[src/rtl/acc_pkg.sv]
// Shared types for the accumulator unit.
// Holds the operation codes, FSM states and the default datapath width.
package acc_pkg;

    localparam int DEFAULT_WIDTH = 8;

    typedef enum logic [2:0] {
        OP_NOP = 3'd0,
        OP_LDD = 3'd1,
        OP_LDI = 3'd2,
        OP_ADD = 3'd3,
        OP_SUB = 3'd4,
        OP_SHL = 3'd5,
        OP_SHR = 3'd6,
        OP_MUL = 3'd7
    } op_e;

    typedef enum logic [0:0] {
        ST_IDLE = 1'b0,
        ST_MUL  = 1'b1
    } state_e;

endpackage

[src/rtl/acc_unit_if.sv]
// Bus bundle between the control unit and the accumulator.
// master: drives data/Input/op/start; slave: drives busy/done/Output/flags.
interface acc_unit_if
    import acc_pkg::*;
#(
    parameter int WIDTH = DEFAULT_WIDTH
);
    logic [WIDTH-1:0] data;
    logic [WIDTH-1:0] Input;
    logic [2:0]       op;
    logic             start;
    logic             busy;
    logic             done;
    logic [WIDTH-1:0] Output;
    logic             Aeq0;
    logic             Apos;
    logic             carry;
    logic             ovf;

    modport master (
        output data, Input, op, start,
        input  busy, done, Output, Aeq0, Apos, carry, ovf
    );

    modport slave (
        input  data, Input, op, start,
        output busy, done, Output, Aeq0, Apos, carry, ovf
    );
endinterface

[src/rtl/acc_unit_addsub.sv]
// Combinational add/subtract shared by ADD, SUB and the multiply step.
// Ports: a, b operands; sub selects a-b; sum, carry (borrow on sub), ovf.
module addsub_w
    import acc_pkg::*;
#(
    parameter int WIDTH = DEFAULT_WIDTH
) (
    input  logic [WIDTH-1:0] a,
    input  logic [WIDTH-1:0] b,
    input  logic             sub,
    output logic [WIDTH-1:0] sum,
    output logic             carry,
    output logic             ovf
);
    logic [WIDTH-1:0] b_eff;
    logic             c_out;

    // Subtraction as a + ~b + 1; the carry-out is then the inverse of borrow.
    assign b_eff = sub ? ~b : b;
    assign {c_out, sum} = {1'b0, a} + {1'b0, b_eff}
                        + {{WIDTH{1'b0}}, sub};
    assign carry = sub ? ~c_out : c_out;
    assign ovf   = (a[WIDTH-1] == b_eff[WIDTH-1])
                && (sum[WIDTH-1] != a[WIDTH-1]);
endmodule

[src/rtl/acc_unit.sv]
// Accumulator (A register) with load, add, sub, shifts and shift-add multiply.
// Ports: clk, reset (sync, active-high), bus (acc_unit_if slave).
module acc_unit
    import acc_pkg::*;
#(
    parameter int WIDTH = DEFAULT_WIDTH
) (
    input logic       clk,
    input logic       reset,
    acc_unit_if.slave bus
);
    localparam int CW = $clog2(WIDTH);
    localparam logic [0:0] IDLE = ST_IDLE;
    localparam logic [0:0] MUL  = ST_MUL;
    localparam logic [CW-1:0] LAST = CW'(WIDTH - 1);

    logic [0:0]         state;
    logic [CW-1:0]      cnt;
    logic [WIDTH-1:0]   acc;
    logic [2*WIDTH-1:0] prod;
    logic               carry_q;
    logic               ovf_q;
    logic               done_q;

    op_e op;
    assign op = op_e'(bus.op);

    logic [WIDTH-1:0]   as_a;
    logic [WIDTH-1:0]   as_b;
    logic               as_sub;
    logic [WIDTH-1:0]   as_sum;
    logic               as_c;
    logic               as_v;
    logic [2*WIDTH-1:0] prod_nxt;

    // While multiplying, the adder accumulates the multiplicand (A, which is
    // held unchanged) into the upper product half when the current
    // multiplier bit, prod[0], is set.
    always_comb begin
        as_a   = acc;
        as_b   = bus.data;
        as_sub = (op == OP_SUB);
        if (state == MUL) begin
            as_a   = prod[2*WIDTH-1:WIDTH];
            as_b   = prod[0] ? acc : '0;
            as_sub = 1'b0;
        end
    end

    addsub_w #(.WIDTH(WIDTH)) u_addsub (
        .a     (as_a),
        .b     (as_b),
        .sub   (as_sub),
        .sum   (as_sum),
        .carry (as_c),
        .ovf   (as_v)
    );

    // Shift right after the add: the multiplier bits leave at the bottom
    // while product bits enter at the top.
    assign prod_nxt = {as_c, as_sum, prod[WIDTH-1:1]};

    always_ff @(posedge clk) begin
        if (reset) begin
            state   <= IDLE;
            cnt     <= '0;
            acc     <= '0;
            prod    <= '0;
            carry_q <= 1'b0;
            ovf_q   <= 1'b0;
            done_q  <= 1'b0;
        end else begin
            done_q <= 1'b0;
            if (state == IDLE) begin
                if (bus.start) begin
                    done_q <= (op != OP_MUL);
                    unique case (op)
                        OP_NOP: ;
                        OP_LDD: acc <= bus.data;
                        OP_LDI: acc <= bus.Input;
                        OP_ADD, OP_SUB: begin
                            acc     <= as_sum;
                            carry_q <= as_c;
                            ovf_q   <= as_v;
                        end
                        OP_SHL: begin
                            acc     <= {acc[WIDTH-2:0], 1'b0};
                            carry_q <= acc[WIDTH-1];
                            ovf_q   <= acc[WIDTH-1] ^ acc[WIDTH-2];
                        end
                        OP_SHR: begin
                            acc     <= {acc[WIDTH-1], acc[WIDTH-1:1]};
                            carry_q <= acc[0];
                            ovf_q   <= 1'b0;
                        end
                        OP_MUL: begin
                            state <= MUL;
                            cnt   <= '0;
                            prod  <= {{WIDTH{1'b0}}, bus.data};
                        end
                    endcase
                end
            end else begin
                prod <= prod_nxt;
                cnt  <= cnt + 1'b1;
                if (cnt == LAST) begin
                    state   <= IDLE;
                    cnt     <= '0;
                    acc     <= prod_nxt[WIDTH-1:0];
                    carry_q <= |prod_nxt[2*WIDTH-1:WIDTH];
                    ovf_q   <= 1'b0;
                    done_q  <= 1'b1;
                end
            end
        end
    end

    assign bus.Output = acc;
    assign bus.Aeq0   = (acc == '0);
    assign bus.Apos   = ~acc[WIDTH-1];
    assign bus.busy   = (state == MUL);
    assign bus.done   = done_q;
    assign bus.carry  = carry_q;
    assign bus.ovf    = ovf_q;
endmodule

[src/flat_wrapper.sv]
// flat-port wrapper written by rule: the top's interface ports become plain ports
module acc_unit_flat import acc_pkg::*;
#(
    parameter int WIDTH = DEFAULT_WIDTH
)
  (clk, reset, bus_data, bus_Input, bus_op, bus_start, bus_busy, bus_done, bus_Output, bus_Aeq0, bus_Apos, bus_carry, bus_ovf);
  acc_unit_if #(.WIDTH(WIDTH)) bus_i ();
  input logic clk;
  input logic reset;
  input wire logic [$bits(bus_i.data)-1:0] bus_data;
  input wire logic [$bits(bus_i.Input)-1:0] bus_Input;
  input wire logic [$bits(bus_i.op)-1:0] bus_op;
  input wire logic [$bits(bus_i.start)-1:0] bus_start;
  output wire logic [$bits(bus_i.busy)-1:0] bus_busy;
  output wire logic [$bits(bus_i.done)-1:0] bus_done;
  output wire logic [$bits(bus_i.Output)-1:0] bus_Output;
  output wire logic [$bits(bus_i.Aeq0)-1:0] bus_Aeq0;
  output wire logic [$bits(bus_i.Apos)-1:0] bus_Apos;
  output wire logic [$bits(bus_i.carry)-1:0] bus_carry;
  output wire logic [$bits(bus_i.ovf)-1:0] bus_ovf;
  assign bus_i.data = bus_data;
  assign bus_i.Input = bus_Input;
  assign bus_i.op = bus_op;
  assign bus_i.start = bus_start;
  assign bus_busy = bus_i.busy;
  assign bus_done = bus_i.done;
  assign bus_Output = bus_i.Output;
  assign bus_Aeq0 = bus_i.Aeq0;
  assign bus_Apos = bus_i.Apos;
  assign bus_carry = bus_i.carry;
  assign bus_ovf = bus_i.ovf;
  acc_unit #(.WIDTH(WIDTH)) u_core (.clk(clk), .reset(reset), .bus(bus_i));
endmodule
[config.mk]
export PLATFORM = sky130hd
export DESIGN_NAME = acc_unit_flat
export DESIGN_NICKNAME = d
export VERILOG_FILES = /design/src/rtl/acc_pkg.sv /design/src/rtl/acc_unit_if.sv /design/src/rtl/acc_unit_addsub.sv /design/src/rtl/acc_unit.sv /design/src/flat_wrapper.sv
export SDC_FILE = /design/constraint.sdc
export NUM_CORES = 1
export LEC_CHECK = 0
export BUFFER_PORTS_ARGS = -buffer_cell sky130_fd_sc_hd__buf_2
export CAP_MARGIN = 20
export CORE_MARGIN = 1.5
export CORE_UTILIZATION = 50
export CTS_CLUSTER_DIAMETER = 50
export DETAILED_ROUTE_END_ITERATION = 7
export PLACE_DENSITY_LB_ADDON = 0.2
export SLEW_MARGIN = 20
export SYNTH_ARGS = -nofsm -noshare
export SYNTH_HDL_FRONTEND = slang
export SYNTH_SLANG_ARGS = --single-unit
[constraint.sdc]
create_clock -name clk -period 7.5 [get_ports clk]
set_input_delay 0.375 -clock clk [delete_from_list [all_inputs] [get_ports clk]]
set_output_delay 0.375 -clock clk [all_outputs]
set_load 0.005 [all_outputs]
After elaboration in Yosys (flattened, before gate mapping) --
Index checks and enable logic that the tools add are counted.
Word-level totals: logic and storage cells 73, output and inout bits 14, input port bits 22, register bits 31
Cells by class: eq/ne operators 13, reductions and logical operators 13, mux-type cells 32, bitwise logic cells 4, add/sub/neg operators 3
Operators by type and width (number):
- 8-bit 2-to-1 mux | 7
- 16-bit 2-to-1 mux | 3
- 8-bit case mux with 5 select lines | 1
- 3-bit == test, second input constant | 5
- 1-bit 2-to-1 mux | 15
- 3-bit 2-to-1 mux | 4
- 8-bit by 8-bit adder with 9-bit output | 1
- 9-bit by 1-bit adder with 9-bit output | 1
- 8-bit zero test | 1
- 8-bit inverter | 1
- 8-bit OR reduction | 1
- 3-bit by 2-bit == test with 1-bit output, second input constant | 2
- 1-bit case mux with 3 select lines | 2
- 3-bit AND reduction | 2
- 6-bit nonzero test | 1
- 5-bit nonzero test | 1
- 4-bit AND reduction | 1
- 2-bit nonzero test | 2
- 4-bit nonzero test | 1
- 3-bit by 1-bit adder with 3-bit output, second input constant | 1
- 3-bit by 1-bit == test with 1-bit output, second input constant | 1
- 3-bit inequality test, second input constant | 1
- 2-bit by 1-bit inequality test with 1-bit output, second input constant | 1
- 2-bit inequality test, second input constant | 1
- other kinds (7) | 8

Logic depth before layout (Yosys ltp) --
Gate-level depths: netlist of the first run.
word-level depth 11, depth in mapped cells 14, mapped depth without buffers 11

Hierarchy --
A second synthesis of the first run with hierarchy kept.
Second synthesis, totals: cells, all modules 314, area, all modules 2517.4 µm²
By module, submodules not included:
- acc_unit | sequential area each 620.6 µm², cells an instance 255, times used 1, area each 2072.0 µm²
- addsub_w | sequential area each 0.0 µm², cells an instance 59, times used 1, area each 445.4 µm²

Worst setup path after synthesis of the first run --
Ideal clock, no wire load.
kind reg-to-reg, start reg u_core.state (netlist: u_core.bus.busy), end reg u_core.ovf_q (netlist: u_core.bus.ovf), data required time 7378 ps, arrival time 3210 ps, buffers on the path 5, clock period less this slack 3332 ps, library setup time 122 ps, path slack 4168 ps, cell stages (with the launch flop) 15, path through dfxtp_1 > clkbuf_1 > clkbuf_1 > clkbuf_1 > buf_1 > nand3_1 > o21ai_0 > ha_1 > clkbuf_1 > a21oi_1 > nand2_1 > or3_1 > a21oi_1 > nor4bb_1 > a221o_1
Between the ends: longest elaborated chain between the ends 10, elaborated cells on any way between the ends 17, those cells by class add/sub (2); eq/ne (3); mux (7); bitwise (1); reduce/logical (4)
Ends and longest elaborated chain:
- start: declaration | RTL line acc_unit.sv:17 | logic [0:0] state;
- start signal: assignment | RTL line acc_unit.sv:65 | state <= IDLE;
- start signal: assignment | RTL line acc_unit.sv:97 | state <= MUL;
- start signal: assignment | RTL line acc_unit.sv:107 | state <= IDLE;
- 8-bit 2-to-1 mux | RTL line acc_unit.sv:43 | if (state == MUL) begin
- 8-bit inverter | RTL line acc_unit_addsub.sv:19 | assign b_eff = sub ? ~b : b;
- 8-bit 2-to-1 mux | RTL line acc_unit_addsub.sv:19
- 8-bit by 8-bit adder with 9-bit output | RTL line acc_unit_addsub.sv:20 | assign {c_out, sum} = {1'b0, a} + {1'b0, b_eff}
- 9-bit by 1-bit adder with 9-bit output | RTL line acc_unit_addsub.sv:21 | + {{WIDTH{1'b0}}, sub};
- 1-bit inequality test | RTL line acc_unit_addsub.sv:24 | && (sum[WIDTH-1] != a[WIDTH-1]);
- 1-bit logical AND | RTL line acc_unit_addsub.sv:24
- 1-bit case mux with 3 select lines | RTL line acc_unit.sv:77 | unique case (op)
- 1-bit 2-to-1 mux | RTL line acc_unit.sv:75 | if (bus.start) begin
- 1-bit 2-to-1 mux | RTL line acc_unit.sv:74 | if (state == IDLE) begin
- end signal: assignment | RTL line acc_unit.sv:84 | ovf_q <= as_v;
- end signal: assignment | RTL line acc_unit.sv:89 | ovf_q <= acc[WIDTH-1] ^ acc[WIDTH-2];
- end: declaration | RTL line acc_unit.sv:22 | logic ovf_q;
Several ways; a longest one is shown, not always the timed one. The select of a mux whose other input is x is not followed. A chain may end at the register's enable or synchronous reset.

Worst setup path in the final report of the first run --
start in bus_op[2], end reg u_core.carry_q (netlist: u_core.bus.carry)
Between the ends: longest elaborated chain between the ends 10, elaborated cells on any way between the ends 18, those cells by class add/sub (2); eq/ne (4); mux (7); bitwise (1); reduce/logical (4)
Ends and longest elaborated chain:
- start: declaration | RTL line flat_wrapper.sv:12 | input wire logic [$bits(bus_i.op)-1:0] bus_op;
- 3-bit == test | RTL line acc_unit.sv:42, acc_unit.sv:77
- 1-bit 2-to-1 mux | RTL line acc_unit.sv:43
- 8-bit 2-to-1 mux | RTL line acc_unit_addsub.sv:19
- 8-bit by 8-bit adder with 9-bit output | RTL line acc_unit_addsub.sv:20
- 9-bit by 1-bit adder with 9-bit output | RTL line acc_unit_addsub.sv:21
- 1-bit inverter | RTL line acc_unit_addsub.sv:22 | assign carry = sub ? ~c_out : c_out;
- 1-bit 2-to-1 mux | RTL line acc_unit_addsub.sv:22
- 1-bit case mux with 3 select lines / 8-bit OR reduction (equally long branches) | RTL line acc_unit.sv:77, acc_unit.sv:110
- 1-bit 2-to-1 mux (on tied branches) | RTL line acc_unit.sv:75, acc_unit.sv:106
- 1-bit 2-to-1 mux | RTL line acc_unit.sv:74
- end signal: assignment | RTL line acc_unit.sv:83 | carry_q <= as_c;
- end signal: assignment | RTL line acc_unit.sv:88 | carry_q <= acc[WIDTH-1];
- end signal: assignment | RTL line acc_unit.sv:93 | carry_q <= acc[0];
- end: declaration | RTL line acc_unit.sv:21 | logic carry_q;
Several ways; a longest one is shown, not always the timed one. The select of a mux whose other input is x is not followed.

==> flow_metrics.py, run 1 <==
metrics = {
    "yosys": {
        "synth_cell_types": 57,
        "synth_edf_count": 0,
        "synthesis.nets": 410,
        "synth_seq_cells": 31,
        "synthCells": 377,
        "yosysWarningCount": 0,
        "ys_async_sr_fraction_pct": 0,
        "seq_area_frac_synth_pct": 23.21,
        "syn_avg_cell_area_um2": 7.092,
        "synthesis.area_mm2": 0.002674,
        "ys.flop_type": "dfxtp_1",
    },
    "clock_network": {
        "cts_tree": "done",
        "cts_hold_buffers": 0,
        "post-cts-setup-buffers": 0,
        "clkTransAtPathRegs_ns": 0.08,
        "clock_path_buffers": 2,
        "clk_latency_ns": 0.30,
        "clockRootBuffer": "clkbuf_8",
        "h-tree-depth": 2,
        "cts.sinks": 31,
        "cts_made_buffers": 5,
        "post_cts_resized": 0,
    },
    "critical_path": {
        "r2r_start": "u_core.bus.busy$_SDFF_PP0_",
        "critical_path_arrival_ns": 3.73,
        "r2r_cells": 8,
        "critPathLaunchType": "input port",
        "critPathMaxStageDelay_ns": 0.55,
        "endpoint_kind": "flop",
        "cp_slowest_cell": "ha_1",
        "cp_data_required_time_ns": 7.66,
        "crit_path_max_fanout": 30,
        "cp_top_family": "simple AND/OR/NAND/NOR gates",
        "crit_buf_inv": 2,
        "path_cells": "buf_2 -> nor3b_1 -> buf_4 -> xnor2_1 -> o21ai_0 -> ha_1 -> o21ai_0 -> a21oi_1 -> mux2i_1 -> nand3_1 -> and4bb_1 -> nor4_1",
        "path_class": "input port to flop",
        "cpMostUsedCell": "o21ai_0",
        "ff2ff_setup_slack_ns": 4.14,
        "r2r_end": "u_core.bus.carry$_SDFFE_PP0P_",
    },
    "global_routing": {
        "grt_use_total_pct": 27.82,
        "grt_pass1_vias": 2564,
        "gr-total-overflow": 0,
        "grt_antenna_before_repair": 0,
        "grt_max_degree": 57,
        "grt_pass1_wl_um": 12820,
    },
    "routing": {
        "drtAntennaViolNets": 0,
        "vias": 2855,
        "wl_per_cell_um": 17.64,
        "wl_um": 8131,
        "dr.pass1.iters": 5,
        "route.detailed.drc": 0,
        "drt-initial-drc-count": 359,
        "via_per_inst": 6.193,
    },
    "final_layout": {
        "area.growth.synth_to_final_pct": 10.11,
        "fin_nets": 423,
        "final_layout_size_suffix_gt1_share_pct": 15.60,
        "finalNonFillerCells": 461,
        "fin_util_pct": 57.28,
        "final_cell_mix": "nand2_1, nor2_1, a21oi_1",
        "regArea_um2": 621.8,
        "n_antenna_cell": 0,
        "multi_input_area_mm2": 0.001893,
        "num-fill-cells": 507,
        "final_area_mm2": 0.002944,
    },
    "placed_design": {
        "portBuffers": 35,
        "dp.final_hpwl_um": 5664,
        "dp_cells": 453,
        "place.gp.congestion": 0.9206,
        "post-place-ws_ns": 3.719,
        "placed_area_mm2": 0.002826,
    },
    "floorplanning": {
        "rows": 26,
        "ios": 36,
        "coreArea_mm2": 0.005140,
        "dieArea_mm2": 0.005795,
        "die_h_um": 76.13,
        "die_w_um": 76.13,
        "initial_core_util_pct": 52.02,
    },
    "timing": {
        "worst_slack_ns": 3.927,
        "fin_crit_ns": 3.573,
        "finalHoldViolCount": 0,
        "drv_slew": 0,
        "finalSetupViolCount": 0,
        "slew_headroom_pct": 34.42,
        "skew_ns": 0.01192,
        "worst_pin_slew_ns": 0.9837,
        "fin_crit_sh_pct": 47.64,
        "max_freq_ghz": 0.2799,
        "rsz0062_at_grt": "false",
        "finalSetupTns_ns": 0,
    },
    "pwr": {
        "power_density_mw_per_mm2": 183.3,
        "leakage_nw": 1.228,
        "peakVddDrop_uv": 73.93,
    },
    "worst_hold_path": {
        "hold_start": "bus_data[5]",
        "hold_end": "u_core.prod[5]$_SDFFE_PP0P_",
        "hold_class": "input port to flop",
        "hold_depth": 3,
    },
    "outcome": {
        "status": "completed",
    },
    "run": {
        "maxCapViolations": 0,
    },
}
-- power breakdown --
| part | total, mW | internal [mW] | switching, mW |
|---|---|---|---|
| Combinational | 0.169 | 0.0687 | 0.101 |
| Sequential | 0.188 | 0.173 | 0.0150 |
| Clock | 0.182 | 0.108 | 0.0743 |
| Total | 0.540 | 0.350 | 0.190 |
-- cell usage after synthesis, types with 4 or more instances --
master,instances,share of area (%)
a211oi_1,6,1.7
a21oi_1,38,7.1
a311oi_1,6,2.0
a31oi_1,9,2.1
and3_1,12,2.8
clkbuf_1,25,3.5
dfxtp_1,31,23
ha_1,10,4.7
inv_1,10,1.4
mux2_2,9,3.8
mux2i_1,4,1.5
nand2_1,44,6.2
nand2b_1,9,2.1
nand3_1,13,2.4
nor2_1,44,6.2
nor2b_1,5,1.2
nor3_1,5,0.94
nor4_1,4,0.94
o21ai_0,26,4.9
xnor2_1,10,3.3
-- routing by layer --
layer	vias up	GRT usage (%)	share of wire, %
li1	1391	-	-
met1	1323	36.98	43
met2	120	44.68	47
met3	21	5.269	6.9
met4	0	10.74	2.9
met5	-	0	0
-- flip-flops by register name, indices dropped and copies added, names as in the netlist --
register / count
u_core.bus.ovf: 1
u_core.bus.carry: 1
u_core.bus.busy: 1
u_core.prod: 16
u_core.bus.done: 1
u_core.cnt: 3
u_core.bus.Output: 8
-- worst max path at each step --
stage / start / to / slack, ns / cells past startpoint
floorplan: u_core.bus.busy$_SDFF_PP0_ / u_core.bus.ovf$_SDFFE_PP0P_ / 4.17 / 14
global placement: bus_op[2] / u_core.bus.carry$_SDFFE_PP0P_ / 3.82 / 12
detailed placement: bus_op[2] / u_core.bus.carry$_SDFFE_PP0P_ / 3.72 / 13
CTS: bus_op[2] / u_core.bus.carry$_SDFFE_PP0P_ / 4.03 / 12
global route: bus_op[2] / u_core.bus.carry$_SDFFE_PP0P_ / 3.83 / 12
finish: bus_op[2] / u_core.bus.carry$_SDFFE_PP0P_ / 3.93 / 12
-- cell type report --
type | instances | area share, %
flip-flops and latches | 31 | 21.12
inverters | 11 | 1.402
repair buffers | 36 | 6.205
multi-input cells | 305 | 64.30
clock inverters | 2 | 1.190
well taps | 70 | 2.975
clock buffers | 6 | 2.805
-- cells by family (layout without fill, tap and decap cells) --
family                   Yosys count  after routing  synth area share [%]
AND/OR/NAND/NOR                  154            154                 28.17
flip-flops                        31             31                 23.21
buffers and inverters             41             55                 5.990
adder cells (fa/ha/maj)           11             11                 5.428
multiplexers                      14             14                 6.130
XOR/XNOR                          12             12                 3.931
AO/OA/AOI/OAI                    114            114                 27.14
-- worst register-to-register path: stages, from the launching register on --
cell      delay [ns]
dfxtp_2         0.96
mux2_2          0.47
ha_1            0.47
o21ai_0         0.14
a21oi_1         0.38
mux2i_1         0.26
nand3_1         0.19
and4bb_1        0.32
nor4_1          0.04
-- metrics by stage --
| stage | hold WS, ns | power, mW |
|---|---|---|
| global placement | 0.4751 | 0.3540 |
| finish | 0.4039 | 0.5396 |
| floorplan | 0.4549 | 0.3076 |
| CTS | 0.4021 | 0.5377 |
| global route | 0.4069 | 0.5661 |
| detailed placement | 0.4841 | 0.3563 |
(Power assumes the default switching activity.)
==> run 2: changes to the inputs <==
==> constraint.sdc (replaced) <==
create_clock -name clk -period 3.4 [get_ports clk]
set_input_delay 0.17 -clock clk [delete_from_list [all_inputs] [get_ports clk]]
set_output_delay 0.17 -clock clk [all_outputs]
set_load 0.005 [all_outputs]
==> run 2 against run 1 <==
Power is 100% higher. First-iteration DRC count is 4.7% lower. Largest power group unchanged. Critical path type is now flop to flop. Register-to-register slack got worse by 3.7 ns. Sequential cell count is the same. Sequential share of layout area down 0.16 points. Combinational power grew 130%. Global-route usage up 0.14 points.
==> flow_metrics.py, run 2 (synthesis gave the netlist of run 1 again) <==
metrics = {
    "global_routing": {
        "grt_max_degree": 34,
        "use_met2_pct": 43.87,
        "gr-total-overflow": 0,
        "grt_pass1_wl_um": 13020,
        "grt_use_total_pct": 27.96,
        "use_met3_pct": 3.952,
        "grt_antenna_before_repair": 0,
        "grt_pass1_vias": 2636,
        "grt_util_met1_pct": 37.99,
        "grt-busiest-layer": "met2",
    },
    "worst_hold_path": {
        "hold_class": "input port to flop",
        "hold_depth": 3,
    },
    "critical_path": {
        "endpoint_kind": "flop",
        "crit_end": "u_core.bus.carry$_SDFFE_PP0P_",
        "r2r_start": "u_core.bus.busy$_SDFF_PP0_",
        "r2r_end": "u_core.bus.carry$_SDFFE_PP0P_",
        "ff2ff_setup_slack_ns": 0.41,
        "critical_path_arrival_ns": 3.18,
        "r2r_cells": 10,
        "cp_data_required_time_ns": 3.59,
        "startpoint": "u_core.bus.busy$_SDFF_PP0_",
        "path_class": "flop to flop",
        "crit_path_max_fanout": 31,
        "critPathLaunchType": "flop",
    },
    "pwr": {
        "leakage_nw": 1.248,
        "p_sw_mw": 0.3935,
        "peakVddDrop_uv": 169.1,
        "p_int_mw": 0.7011,
        "p_comb_share_pct": 35.1,
        "power_mw": 1.095,
        "power_density_mw_per_mm2": 369.0,
        "seqPwrFrac_pct": 37.7,
        "swShare_pct": 35.95,
        "clockPowerShare_pct": 27.3,
    },
    "routing": {
        "drt-initial-drc-count": 342,
        "via_per_inst": 6.161,
        "route.detailed.drc": 0,
        "dr.pass1.iters": 6,
        "drtAntennaViolNets": 0,
        "vias": 2877,
        "wl_um": 7958,
        "wl_per_cell_um": 17.04,
    },
    "timing": {
        "fin_crit_sh_pct": 88.01,
        "slew_headroom_pct": 53.25,
        "finalHoldViolCount": 0,
        "max_freq_ghz": 0.3342,
        "rsz0062_at_grt": "false",
        "drv_slew": 0,
        "skew_ns": 0.008955,
        "finalSetupViolCount": 0,
        "worst_pin_slew_ns": 0.6995,
        "finalSetupTns_ns": 0,
        "worst_slack_ns": 0.4075,
        "fin_crit_ns": 2.992,
    },
    "clock_network": {
        "clkTransAtPathRegs_ns": 0.06,
        "post_cts_resized": 0,
        "cts_made_buffers": 5,
        "clockRootBuffer": "clkbuf_8",
        "clk_latency_ns": 0.28,
        "cts.sinks": 31,
        "cts_tree": "done",
        "h-tree-depth": 2,
        "clock_path_buffers": 2,
        "post-cts-setup-buffers": 0,
        "cts_hold_buffers": 0,
    },
    "final_layout": {
        "final_cell_mix": "nand2_1, nor2_1, a21oi_1",
        "final_area_mm2": 0.002967,
        "largest_reg_flops": 16,
        "fin_util_pct": 57.72,
        "fin_nets": 430,
        "num-fill-cells": 515,
        "final_layout_size_suffix_gt1_share_pct": 16.88,
        "largest-register": "u_core.prod",
        "area.growth.synth_to_final_pct": 10.95,
        "n_antenna_cell": 0,
    },
    "placed_design": {
        "portBuffers": 35,
        "dp.final_hpwl_um": 5819,
        "placed_area_mm2": 0.002879,
        "post-place-ws_ns": 0.3812,
        "place.gp.congestion": 0.9537,
    },
    "floorplanning": {
        "die_h_um": 76.13,
        "rows": 26,
        "coreArea_mm2": 0.005140,
        "die_w_um": 76.13,
        "ios": 36,
        "dieArea_mm2": 0.005795,
        "initial_core_util_pct": 52.02,
    },
    "outcome": {
        "status": "completed",
    },
    "run": {
        "maxCapViolations": 0,
    },
}
-- run 2: cell types whose count changed in the layout (fill, tap and decap cells not counted) --
cell and change:
bufinv_16 -1, buf_4 +7
-- run 2: worst min-delay path by stage --
| stage | start | end | slack, ns |
|---|---|---|---|
| after floorplan | bus_data[7] | u_core.prod[7]$_SDFFE_PP0P_ | 0.32 |
| after CTS | bus_data[7] | u_core.prod[7]$_SDFFE_PP0P_ | 0.20 |
| after detailed placement | u_core.prod[1]$_SDFFE_PP0P_ | u_core.prod[1]$_SDFFE_PP0P_ | 0.48 |
| final | bus_data[5] | u_core.prod[5]$_SDFFE_PP0P_ | 0.21 |
| after global placement | u_core.prod[2]$_SDFFE_PP0P_ | u_core.prod[2]$_SDFFE_PP0P_ | 0.47 |
| after global routing | bus_data[5] | u_core.prod[5]$_SDFFE_PP0P_ | 0.21 |
-- run 2: final cells by class --
cell class	count	area, um2	area share, %
multi-input cells	305	1893	63.81
flip-flops and latches	31	621.8	20.96
repair buffers	43	235.2	7.929
well taps	70	87.58	2.952
clock buffers	6	82.58	2.784
inverters	11	41.29	1.392
clock inverters	1	5.005	0.1687
-- run 2: worst max-delay path: stages (launching register included) --
cell and delay [ns]:
dfxtp_2 0.67, nand4_1 0.25, nand2_1 0.12, a21oi_1 0.06, fa_1 0.40, nand2b_1 0.19, a211oi_1 0.39, o22ai_1 0.25
xor2_1 0.19, and4bb_1 0.22, nor4_1 0.15
-- run 2: through the flow --
step / cells / hold slack [ns]
after floorplan: 377 / 0.3225
after global placement: 460 / 0.4731
after detailed placement: 460 / 0.4806
after CTS: 467 / 0.2012
after global routing: 467 / 0.2076
final: 467 / 0.2091
-- run 2: layer usage --
layer | vias up | routed length [um]
li1 | 1401 | -
met1 | 1329 | 3529
met2 | 126 | 3657
met3 | 21 | 520
met4 | 0 | 251
met5 | - | 0
-- run 2: power by group through the flow --
stage | Sequential, mW | Clock, mW | Combinational [mW]
3_5_place_dp | 0.419 | 0 | 0.377
5_1_grt | 0.415 | 0.321 | 0.422
2_1_floorplan | 0.405 | 0 | 0.273
4_1_cts | 0.411 | 0.304 | 0.379
6_report | 0.412 | 0.298 | 0.384
3_3_place_gp | 0.419 | 0 | 0.373
